===== src/rtl/mem_ctrl.sv =====
// mem_ctrl: single-port byte-RAM arbiter/serializer.
// Serves whole-word instruction fetches (IF) and 1/2/4-byte loads/stores
// (MEM) over a byte-wide synchronous RAM, returning little-endian results
// with a one-cycle done pulse per requester.
//
// Ports:
//   clk, rst            clock, synchronous active-low reset
//   if_req_i/if_addr_i  IF fetch request (always 4 bytes), held until done
//   if_done_o/if_inst_o IF completion pulse and fetched word
//   mem_req_i, mem_we_i, mem_len_i, mem_addr_i, mem_wdata_i
//                       MEM load/store request, held until done
//   mem_done_o/mem_rdata_o MEM completion pulse and zero-extended load data
//   mem_a/mem_dout/mem_wr RAM address, write data, write enable
//   mem_din             RAM read data, one cycle after the address
module mem_ctrl #(
    parameter int ADDR_W = 32
) (
    input  logic              clk,
    input  logic              rst,
    input  logic              if_req_i,
    input  logic [ADDR_W-1:0] if_addr_i,
    output logic              if_done_o,
    output logic [31:0]       if_inst_o,
    input  logic              mem_req_i,
    input  logic              mem_we_i,
    input  logic [1:0]        mem_len_i,
    input  logic [ADDR_W-1:0] mem_addr_i,
    input  logic [31:0]       mem_wdata_i,
    output logic              mem_done_o,
    output logic [31:0]       mem_rdata_o,
    output logic [ADDR_W-1:0] mem_a,
    output logic [7:0]        mem_dout,
    output logic              mem_wr,
    input  logic [7:0]        mem_din
);

    typedef enum logic [1:0] {IDLE, READ, WRITE} state_t;

    state_t            state;
    logic [ADDR_W-1:0] base;       // latched start address
    logic [2:0]        nbytes;     // latched transfer length (1, 2 or 4)
    logic [2:0]        cyc;        // edges since acceptance
    logic [31:0]       wdata;      // latched store data
    logic [31:0]       rbuf;       // read assembly buffer
    logic [31:0]       rbuf_nxt;
    logic              owner_mem;  // 1 = MEM owns the current transaction
    logic [2:0]        req_len;
    logic [1:0]        cap_idx;

    // Length 2'b10 is treated as a full word.
    always_comb begin
        case (mem_len_i)
            2'b00:   req_len = 3'd1;
            2'b01:   req_len = 3'd2;
            default: req_len = 3'd4;
        endcase
    end

    // Byte i arrives two edges after its address was issued, so at edge
    // cyc the byte landing on mem_din belongs to lane cyc-2. The final byte
    // is merged combinationally so the result can be published on that
    // same edge.
    assign cap_idx = 2'(cyc - 3'd2);

    always_comb begin
        rbuf_nxt = rbuf;
        if (state == READ && cyc >= 3'd2)
            rbuf_nxt[{cap_idx, 3'b000} +: 8] = mem_din;
    end

    always_ff @(posedge clk) begin
        if (!rst) begin
            state       <= IDLE;
            base        <= '0;
            nbytes      <= '0;
            cyc         <= '0;
            wdata       <= '0;
            rbuf        <= '0;
            owner_mem   <= 1'b0;
            if_done_o   <= 1'b0;
            if_inst_o   <= '0;
            mem_done_o  <= 1'b0;
            mem_rdata_o <= '0;
            mem_a       <= '0;
            mem_dout    <= '0;
            mem_wr      <= 1'b0;
        end else begin
            if_done_o  <= 1'b0;
            mem_done_o <= 1'b0;
            case (state)
                IDLE: begin
                    // No acceptance while a done pulse is out: the requester
                    // is still dropping its req during that cycle.
                    if (!if_done_o && !mem_done_o && (mem_req_i || if_req_i)) begin
                        cyc  <= 3'd1;
                        rbuf <= '0;
                        if (mem_req_i) begin
                            owner_mem <= 1'b1;
                            base      <= mem_addr_i;
                            nbytes    <= req_len;
                            wdata     <= mem_wdata_i;
                            mem_a     <= mem_addr_i;
                            if (mem_we_i) begin
                                state    <= WRITE;
                                mem_dout <= mem_wdata_i[7:0];
                                mem_wr   <= 1'b1;
                            end else begin
                                state <= READ;
                            end
                        end else begin
                            owner_mem <= 1'b0;
                            base      <= if_addr_i;
                            nbytes    <= 3'd4;
                            mem_a     <= if_addr_i;
                            state     <= READ;
                        end
                    end
                end
                READ: begin
                    cyc  <= cyc + 3'd1;
                    rbuf <= rbuf_nxt;
                    if (cyc < nbytes)
                        mem_a <= base + ADDR_W'(cyc);
                    if (cyc == nbytes + 3'd1) begin
                        state <= IDLE;
                        if (owner_mem) begin
                            mem_done_o  <= 1'b1;
                            mem_rdata_o <= rbuf_nxt;
                        end else begin
                            if_done_o <= 1'b1;
                            if_inst_o <= rbuf_nxt;
                        end
                    end
                end
                WRITE: begin
                    if (cyc == nbytes) begin
                        mem_wr     <= 1'b0;
                        mem_done_o <= 1'b1;
                        state      <= IDLE;
                    end else begin
                        mem_a    <= base + ADDR_W'(cyc);
                        mem_dout <= wdata[{cyc[1:0], 3'b000} +: 8];
                        cyc      <= cyc + 3'd1;
                    end
                end
                default: state <= IDLE;
            endcase
        end
    end

endmodule


===== config.mk =====
export PLATFORM = sky130hd
export DESIGN_NAME = mem_ctrl
export DESIGN_NICKNAME = d
export VERILOG_FILES = /design/src/rtl/mem_ctrl.sv
export SDC_FILE = /design/constraint.sdc
export NUM_CORES = 1
export LEC_CHECK = 0
export CAP_MARGIN = 20
export CORE_MARGIN = 4
export CORE_UTILIZATION = 50
export CTS_CLUSTER_DIAMETER = 50
export DETAILED_ROUTE_END_ITERATION = 7
export PLACE_DENSITY = 0.77
export SETUP_SLACK_MARGIN = 0.2
export SYNTH_ARGS = -nofsm -noshare
export SYNTH_HDL_FRONTEND = slang
export SYNTH_SLANG_ARGS = --single-unit
export TNS_END_PERCENT = 10

===== constraint.sdc =====
create_clock -name clk -period 4.2 [get_ports clk]
set_clock_uncertainty 0.15 [all_clocks]
set_input_delay 0.84 -clock clk [delete_from_list [all_inputs] [get_ports clk]]
set_output_delay 0.84 -clock clk [all_outputs]
set_load 0.01 [all_outputs]

==> metrics.md, run 1 <==
| Metric | Value |
|---|---|
| ANT cells | `0` |
| Die area | `about 0.022 sq mm` |
| Number of port buffers | `217` |
| DR vias | `between 8000 and 9000` |
| Die Span X | `148 microns` |
| Worst-skew pair later-pin latency | `around 500 ps` |
| Area of the core | `0.0190 sq mm` |
| Hold path cells | `2` |
| Via density | `5.66` |
| Top_reg_cell synth | `dfxtp_1` |
| Fin. Hold Viols | `0` |
| Number of enable flip-flop cells after synthesis | `0` |
| RSZ-0062 raised after global routing | `false` |
| Antenna Nets Post-Route | `0` |
| Mapped Cells | `1105` |
| Fraction of layout cells with a size suffix above 1 | `roughly 8.8%` |
| Status | `complete, no violations` |
| Crit path kind | `reg2reg` |
| Clock transition at the registers of the reported paths | `about 60 ps` |
| Rows | `50` |
| Ys async rst share | `0%` |
| Area delta synth->final | `32.1%` |
| Most common cell after layout, fill and taps aside | `clkdlybuf4s50_1` |
| CTS tree | `yes` |
| Synth Net Count | `1234` |
| #FFs+latches synth | `212` |
| Fin nets | `1410` |
| Remaining DRCs | `0` |
| CP Capture Type | `flip-flop` |
| Post-cts repair resize count | `0` |
| MaxCap Viol Count | `0` |
| CTS Buffer Depth | `3` |
| Setup bufs post-CTS | `0` |
| Max Freq | `around 320 MHz` |
| Root Buffer | `clkbuf_16` |
| Synthesis Warnings | `0` |
| Die Span Y | `148 microns` |
| Rel. slew slack | `27.0%` |
| CTS Hold Buffers Added | `0` |
| Worst r2r path cells | `6` |
| IR Drop Worst-Case VDD | `0.330 mV` |
| Post-Route WL | `between 20000 and 30000 microns` |
| Setup crit start kind | `flip-flop` |
| Cts bufs inserted | `24` |
| Largest net degree at the start of global routing | `76` |
| Mapped cell area | `0.00981 sq mm` |
| First-pass GRT wire length | `between 40000 and 50000 microns` |
| IO Pins | `218` |
| Most frequent cells in the layout | `clkdlybuf4s50_1, dfxtp_1, nor2_1` |
| Finished Cell Area | `~0.013 sq mm` |
| Number of global-route vias before repair | `8547` |
| DR pass1 iterations | `5` |
| CP max FO | `12` |
| Initial Util | `51.6%` |
| WP data required | `~4500 ps` |
| Yosys cell types | `64` |
| Drt wl/cell | `17.0 microns` |
| Crit path DAT | `approximately 3400 ps` |
| Placer Congestion | `0.858` |
| Iter 0 DRT Violations | `around 570` |
| Htree depth | `1` |
| Post-route clock period utilization | `between 70% and 80%` |
| Avg Cell Area, Syn | `roughly 8.9 sq um` |
| CTS sink count | `212` |
| Pwr Density | `552 mW/mm^2` |
| Register area share after synthesis | `43.3%` |
| Static Leak | `4.74 nW` |
| Worst Tran Pin Value | `between 1000 and 1500 ps` |
| Slew Limit Fails | `0` |
| Tmin final | `3130 ps` |
| DP HPWL | `between 15000 and 20000 microns` |
| Antenna violations before repair | `0` |
| Hold WC Path Type | `reg2reg` |
| Setup violators final | `0` |
| GRT Overall Usage | `23.4%` |
| GRT overflow | `0` |
| Area of placed instances | `0.0121 sq mm` |
| Total power | `about 0.0071 W` |
| Setup TNS | `0 ps` |
[worst paths after layout]
check                 start         to  slack [ps]
setup / recovery     cyc[1]    rbuf[6]        1070
hold / removal    wdata[28]  wdata[28]         300
setup reg to reg     cyc[1]    rbuf[6]        1070
hold reg to reg   wdata[28]  wdata[28]         300
[where the power goes]
group | internal [W] | switching, W
registers | 0.00237 | 0.000270
clock network | 0.00141 | 0.000830
logic | 0.00100 | 0.00127
total | 0.00478 | 0.00237
[metal layers]
metal | up-vias | global-route usage (%) | routed length [microns]
met5 | - | 0 | 0
met4 | 0 | 4.94 | 509
met3 | 46 | 3.92 | 1600
met2 | 285 | 40.0 | 12800
met1 | 4130 | 31.3 | 11600
li1 | 4358 | - | -
[synthesized netlist by cell type, drive strengths merged (8+ instances only)]
| cell | number | area [sq um] |
|---|---|---|
| nand2 | 112 | 423 |
| o211ai | 20 | 150 |
| buf | 23 | 143 |
| mux2i | 45 | 450 |
| xor2 | 16 | 140 |
| dfxtp | 212 | 4240 |
| mux4 | 8 | 180 |
| or2 | 9 | 56.3 |
| a22oi | 8 | 60.1 |
| inv | 12 | 45.0 |
| nor3 | 12 | 60.1 |
| a211oi | 106 | 881 |
| a21oi | 93 | 469 |
| and3 | 32 | 200 |
| nand3 | 29 | 145 |
| clkbuf | 64 | 241 |
| o2bb2ai | 23 | 201 |
| ha | 17 | 213 |
| o21ai | 15 | 75.1 |
| nand4 | 13 | 81.3 |
| and2 | 26 | 163 |
| nor2 | 129 | 487 |
[sequential cells by signal, summed over array words and instances (netlist names)]
name,count
mem_dout,8
cyc,3
mem_rdata_o,32
if_done_o,1
wdata,32
mem_wr,1
state,2
if_inst_o,32
nbytes,3
mem_a,32
rbuf,32
mem_done_o,1
base,32
owner_mem,1
[critical path, cell delays in order, from the launching register on]
cell     delay, ps
dfxtp_1        540
ha_1           480
nand2_2        230
nor3_1         820
a22oi_1        340
or2_2          390
a21oi_1        120
[logic make-up (layout without fill, tap and decap cells)]
| family | Yosys count | count (layout) | share of synthesized area [%] |
|---|---|---|---|
| AO/OA/AOI/OAI | 298 | 298 | 21.6 |
| XOR/XNOR | 20 | 20 | 1.94 |
| adder cells (fa/ha/maj) | 18 | 18 | 2.37 |
| buffers and inverters | 99 | 292 | 4.38 |
| flip-flops | 212 | 212 | 43.3 |
| multiplexers | 56 | 56 | 6.78 |
| AND/OR/NAND/NOR | 402 | 402 | 19.7 |
[area by class of cell]
| cell class | count | area, sq um |
|---|---|---|
| clock inverters | 10 | 166 |
| clock buffers | 33 | 696 |
| well taps | 260 | 325 |
| fillers | 1586 | 6070 |
| multi-input cells | 794 | 5160 |
| inverters | 12 | 50.0 |
| flip-flops and latches | 212 | 4240 |
| repair buffers | 237 | 2310 |
[per-stage QoR]
stage / cells / utilization, % / worst slack (ps) / hold WS, ps
after floorplan: 1105 / - / 1140 / 282
after global placement: 1514 / 63.5 / 975 / 288
after detailed placement: 1514 / 63.5 / 925 / 295
after CTS: 1557 / 68.1 / 1090 / 303
after global routing: 1558 / 68.1 / 799 / 319
final: 1558 / 68.1 / 1070 / 302
(Power assumes the default switching activity.)
==> run 2, diff against run 1 <==
==> constraint.sdc (replaced) <==
create_clock -name clk -period 2.9 [get_ports clk]
set_clock_uncertainty 0.15 [all_clocks]
set_input_delay 0.58 -clock clk [delete_from_list [all_inputs] [get_ports clk]]
set_output_delay 0.58 -clock clk [all_outputs]
set_load 0.01 [all_outputs]
==> run 2 against run 1 <==
  * Clock-buffer cell count fell by 1
  * Sequential cell count is the same
  * Routed wire length increased by 0.26%
  * First-iteration DRC count increased by 7.9%
  * Utilization up 1.5 points
  * Hold slack worse by 2.0 ps
==> metrics.md, run 2 (same netlist as run 1, synthesis figures left out) <==
| Metric | Value |
|---|---|
| Status | `complete, no violations` |
| CP Capture Type | `flip-flop` |
| RSZ-0062 raised after global routing | `true` |
| Area of the core | `0.0190 sq mm` |
| Pwr Density | `a little under 800 mW/mm^2` |
| Die Span Y | `148 microns` |
| Fin nets | `~1400` |
| DR pass1 iterations | `5` |
| Crit path DAT | `slightly below 3000 ps` |
| Rows | `50` |
| Most frequent cells in the layout | `clkdlybuf4s50_1, dfxtp_1, nor2_1` |
| DR vias | `8944` |
| Static Leak | `a little under 5 nW` |
| Antenna violations before repair | `1` |
| Tmin final | `2640 ps` |
| Number of port buffers | `217` |
| Most common cell after layout, fill and taps aside | `clkdlybuf4s50_1` |
| Setup violators final | `0` |
| CTS tree | `yes` |
| GRT busiest layer | `met2` |
| GR Util met3 | `3.71%` |
| Root Buffer | `clkbuf_16` |
| Met1 usage | `31.2%` |
| Setup TNS | `0 ps` |
| CP max FO | `6` |
| ANT cells | `0` |
| Via density | `approximately 5.7` |
| Die area | `0.0219 sq mm` |
| Crit path kind | `reg2reg` |
| CTS sink count | `roughly 210` |
| Antenna Nets Post-Route | `0` |
| Die Span X | `148 microns` |
| MaxCap Viol Count | `0` |
| Remaining DRCs | `0` |
| Fillcell total | `1558` |
| WP data required | `approximately 3200 ps` |
| Rel. slew slack | `49.8%` |
| Worst-skew pair later-pin latency | `520 ps` |
| GRT Overall Usage | `23.5%` |
| Initial Util | `about half` |
| Worst Tran Pin Value | `approximately 750 ps` |
| Grt met2 use | `40.5%` |
| Iter 0 DRT Violations | `614` |
| Fraction of layout cells with a size suffix above 1 | `10.8%` |
| Cts bufs inserted | `26` |
| Hold WC Path Type | `in2reg` |
| IR Drop Worst-Case VDD | `0.613 mV` |
| Drt wl/cell | `~17 microns` |
| Area delta synth->final | `34.9%` |
| Htree depth | `1` |
| Final core area utilization | `a little over two thirds` |
| Placer Congestion | `0.870` |
| Post-Route WL | `26600 microns` |
| CTS Buffer Depth | `3` |
| GRT overflow | `0` |
| IO Pins | `between 200 and 250` |
| Largest net degree at the start of global routing | `between 60 and 70` |
| Setup crit start kind | `flip-flop` |
| DP HPWL | `18700 microns` |
| Fin. Hold Viols | `0` |
| Clock transition at the registers of the reported paths | `60 ps` |
| Post-route clock period utilization | `91.0%` |
| Number of global-route vias before repair | `8528` |
| First-pass GRT wire length | `43400 microns` |
| Max Freq | `379 MHz` |
| Slew Limit Fails | `0` |
[run 2: cell types whose count changed in the layout (fill, tap and decap cells not counted), moves of 2 or more]
cell and change:
bufinv_16 -3, ha_1 -2, buf_12 +8, buf_4 +12, clkbuf_1 -2, clkbuf_16 +2, clkinvlp_4 +3, ha_2 +2
[run 2: worst paths after layout]
| check | from | to | slack (ps) | cells after the start |
|---|---|---|---|---|
| setup / recovery | cyc[0] | mem_a[28] | 260 | 7 |
| hold / removal | rst | mem_done_o | 300 | 3 |
| setup reg to reg | cyc[0] | mem_a[28] | 260 | 7 |
| hold reg to reg | rbuf[0] | rbuf[0] | 300 | 2 |
[run 2: cell type report]
type                    count  area [sq um]  share of cell area (%)
clock buffers              32           724                    5.48
flip-flops and latches    212          4240                    32.1
inverters                  12          50.0                   0.378
well taps                 260           325                    2.46
multi-input cells         794          5210                    39.4
repair buffers            256          2550                    19.3
clock inverters            12           119                   0.898
[run 2: layer usage]
layer,vias up,wire (microns)
li1,4404,-
met1,4224,11500
met2,275,13000
met3,39,1580
met4,2,492
met5,-,13
[run 2: critical path, stage by stage (launching register included)]
cell and delay [ps]:
dfxtp_1 350, inv_1 130, ha_1 340, nand4_1 160, nand2b_1 190, or4_4 600, or4_1 520, o211ai_1 100
[run 2: what timing repair did]
item / CTS / global route
pin swaps: 0 / 2
buffers inserted: 0 / 3
hold buffers: 0 / 0
resized for setup: 1 / 5
gates cloned: 0 / 0
setup endpoints to repair: 8 / 81
[run 2: where the power goes]
group          switching [W]  total [W]  internal [W]
sequential          0.000391    0.00382       0.00343
clock                0.00126    0.00313       0.00187
combinational        0.00187    0.00346       0.00159
total                0.00352     0.0104       0.00688
[run 2: through the flow]
stage	std cells	hold WS [ps]	total power, W	cell area, sq um	setup slack (ps)
floorplan	1105	282	0.00583	9830	191
global placement	1531	289	0.00723	12300	74.0
detailed placement	1531	295	0.00730	12300	15.9
CTS	1575	273	0.0105	13200	202
global route	1578	305	0.0110	13200	128
finish	1578	300	0.0104	13200	261
==> run 3, diff against run 2 <==
--- a/config.mk
+++ b/config.mk
@@ -12,6 +12,7 @@
 export DETAILED_ROUTE_END_ITERATION = 7
 export PLACE_DENSITY = 0.77
 export SETUP_SLACK_MARGIN = 0.2
+export SLEW_MARGIN = 30
 export SYNTH_ARGS = -nofsm -noshare
 export SYNTH_HDL_FRONTEND = slang
 export SYNTH_SLANG_ARGS = --single-unit
==> run 3 against run 2 <==
  * Critical path depth is the same
  * Sequential power is essentially flat
  * Combinational power about the same
  * Clock power down 6.4%
  * Critical path type unchanged
  * Critical endpoint unchanged
==> metrics.md, run 3 (same netlist as run 1, synthesis figures left out) <==
| Metric | Value |
|---|---|
| Worst path cell trace | `inv_1, ha_1, nand4_1, nand2b_1, or4_4, or4_1, o211ai_1` |
| Rel. slew slack | `50.3%` |
| Max stage delay on crit path | `600 ps` |
| Number of global-route vias before repair | `8551` |
| Max Freq | `approximately 380 MHz` |
| CTS sink count | `212` |
| Setup violators final | `0` |
| Antenna violations before repair | `1` |
| Worst Tran Pin Value | `739 ps` |
| Pwr Density | `776 mW/mm^2` |
| Htree depth | `1` |
| CTS Hold Buffers Added | `0` |
| DR vias | `8918` |
| Status | `complete, no violations` |
| ANT cells | `0` |
| DP HPWL | `18700 microns` |
| Rows | `50` |
| Die Span Y | `148 microns` |
| Clock transition at the registers of the reported paths | `about 60 ps` |
| CP Capture Type | `flip-flop` |
| CTS tree | `yes` |
| Post-route clock period utilization | `91.4%` |
| Fraction of layout cells with a size suffix above 1 | `10.8%` |
| Antenna Nets Post-Route | `0` |
| Cell at the slowest stage of the critical path | `or4_4` |
| Most frequent cells in the layout | `clkdlybuf4s50_1, dfxtp_1, nor2_1` |
| IR Drop Worst-Case VDD | `0.551 mV` |
| Iter 0 DRT Violations | `578` |
| Root Buffer | `clkbuf_16` |
| Via density | `5.65` |
| Most common cell after layout, fill and taps aside | `clkdlybuf4s50_1` |
| Die area | `0.0219 sq mm` |
| Worst-skew pair later-pin latency | `520 ps` |
| IO Pins | `218` |
| Area delta synth->final | `34.4%` |
| DR pass1 iterations | `7` |
| Crit path DAT | `2930 ps` |
| GRT Overall Usage | `between 20% and 30%` |
| RSZ-0062 raised after global routing | `true` |
| MaxCap Viol Count | `0` |
| Placer Congestion | `just under 0.9` |
| Tmin final | `2650 ps` |
| WP data required | `about 3200 ps` |
| Number of port buffers | `roughly 220` |
| Area of the core | `0.0190 sq mm` |
| CTS Buffer Depth | `3` |
| First-pass GRT wire length | `~43000 microns` |
| Initial Util | `about half` |
| Finished Cell Area | `0.0132 sq mm` |
| Area of placed instances | `0.0123 sq mm` |
| Cts bufs inserted | `25` |
| Remaining DRCs | `0` |
| Post-Route WL | `26600 microns` |
| Slew Limit Fails | `0` |
| Static Leak | `4.82 nW` |
| Crit path kind | `reg2reg` |
| Setup crit start kind | `flip-flop` |
| Setup TNS | `0 ps` |
| Largest net degree at the start of global routing | `67` |
| Die Span X | `148 microns` |
| Hold WC Path Type | `reg2reg` |
| CP max FO | `6` |
| Fin nets | `1430` |
| GRT overflow | `0` |
| Drt wl/cell | `16.9 microns` |
| Fin. Hold Viols | `0` |
run 3: cell type report:
type                       instances  area [sq um]
clock inverter                    13           100
clock buffer                      31           678
tap                              260           325
multi-input combinational        794          5220
sequential                       212          4240
fill                            1566          5840
inverter                          12          50.0
timing repair buffer             256          2550
run 3: path summary, 6_finish.rpt:
| path | start | endpoint | slack, ps | cells past startpoint |
|---|---|---|---|---|
| max | cyc[0] | mem_a[28] | 250 | 7 |
| min | wdata[12] | wdata[12] | 300 | 2 |
| max reg2reg | cyc[0] | mem_a[28] | 250 | 7 |
| min reg2reg | wdata[12] | wdata[12] | 300 | 2 |
run 3: report_power, final:
group	switching (W)	internal (W)	leakage, nW
clock network	0.00125	0.00168	0.368
registers	0.000396	0.00343	1.73
logic	0.00188	0.00159	2.72
total	0.00353	0.00670	4.82
run 3: stage by stage:
stage                     hold slack (ps)  total power, W  std cells  setup WS, ps  utilization [%]
final                                 302          0.0102       1578           250             69.3
after global routing                  324          0.0108       1578           150             69.3
after detailed placement              295         0.00730       1531          13.8             64.8
after CTS                             281          0.0102       1575           234             68.9
after floorplan                       282         0.00583       1105           191                -
after global placement                289         0.00723       1531          74.0             64.8
run 3: metal layers:
metal	track usage (%)	routed length, microns	vias up
met4	5.68	510	2
li1	-	-	4405
met3	3.89	1550	41
met5	0	13	-
met1	30.9	11700	4192
met2	39.9	12900	278
run 3: repair_timing:
action                                  4_1_cts  5_1_grt
pin swaps                                     0        2
resized for setup                             1        5
setup buffers                                 0        3
cloned                                        0        0
endpoints found under the setup margin        8       78
run 3: worst max-delay path, delay by kind of cell, from the launching register on:
kind	cells	cell delay, ps
simple gates	4	1480
flops	1	350
fa+ha+maj	1	340
buf+inv	1	140
compound gates	1	100
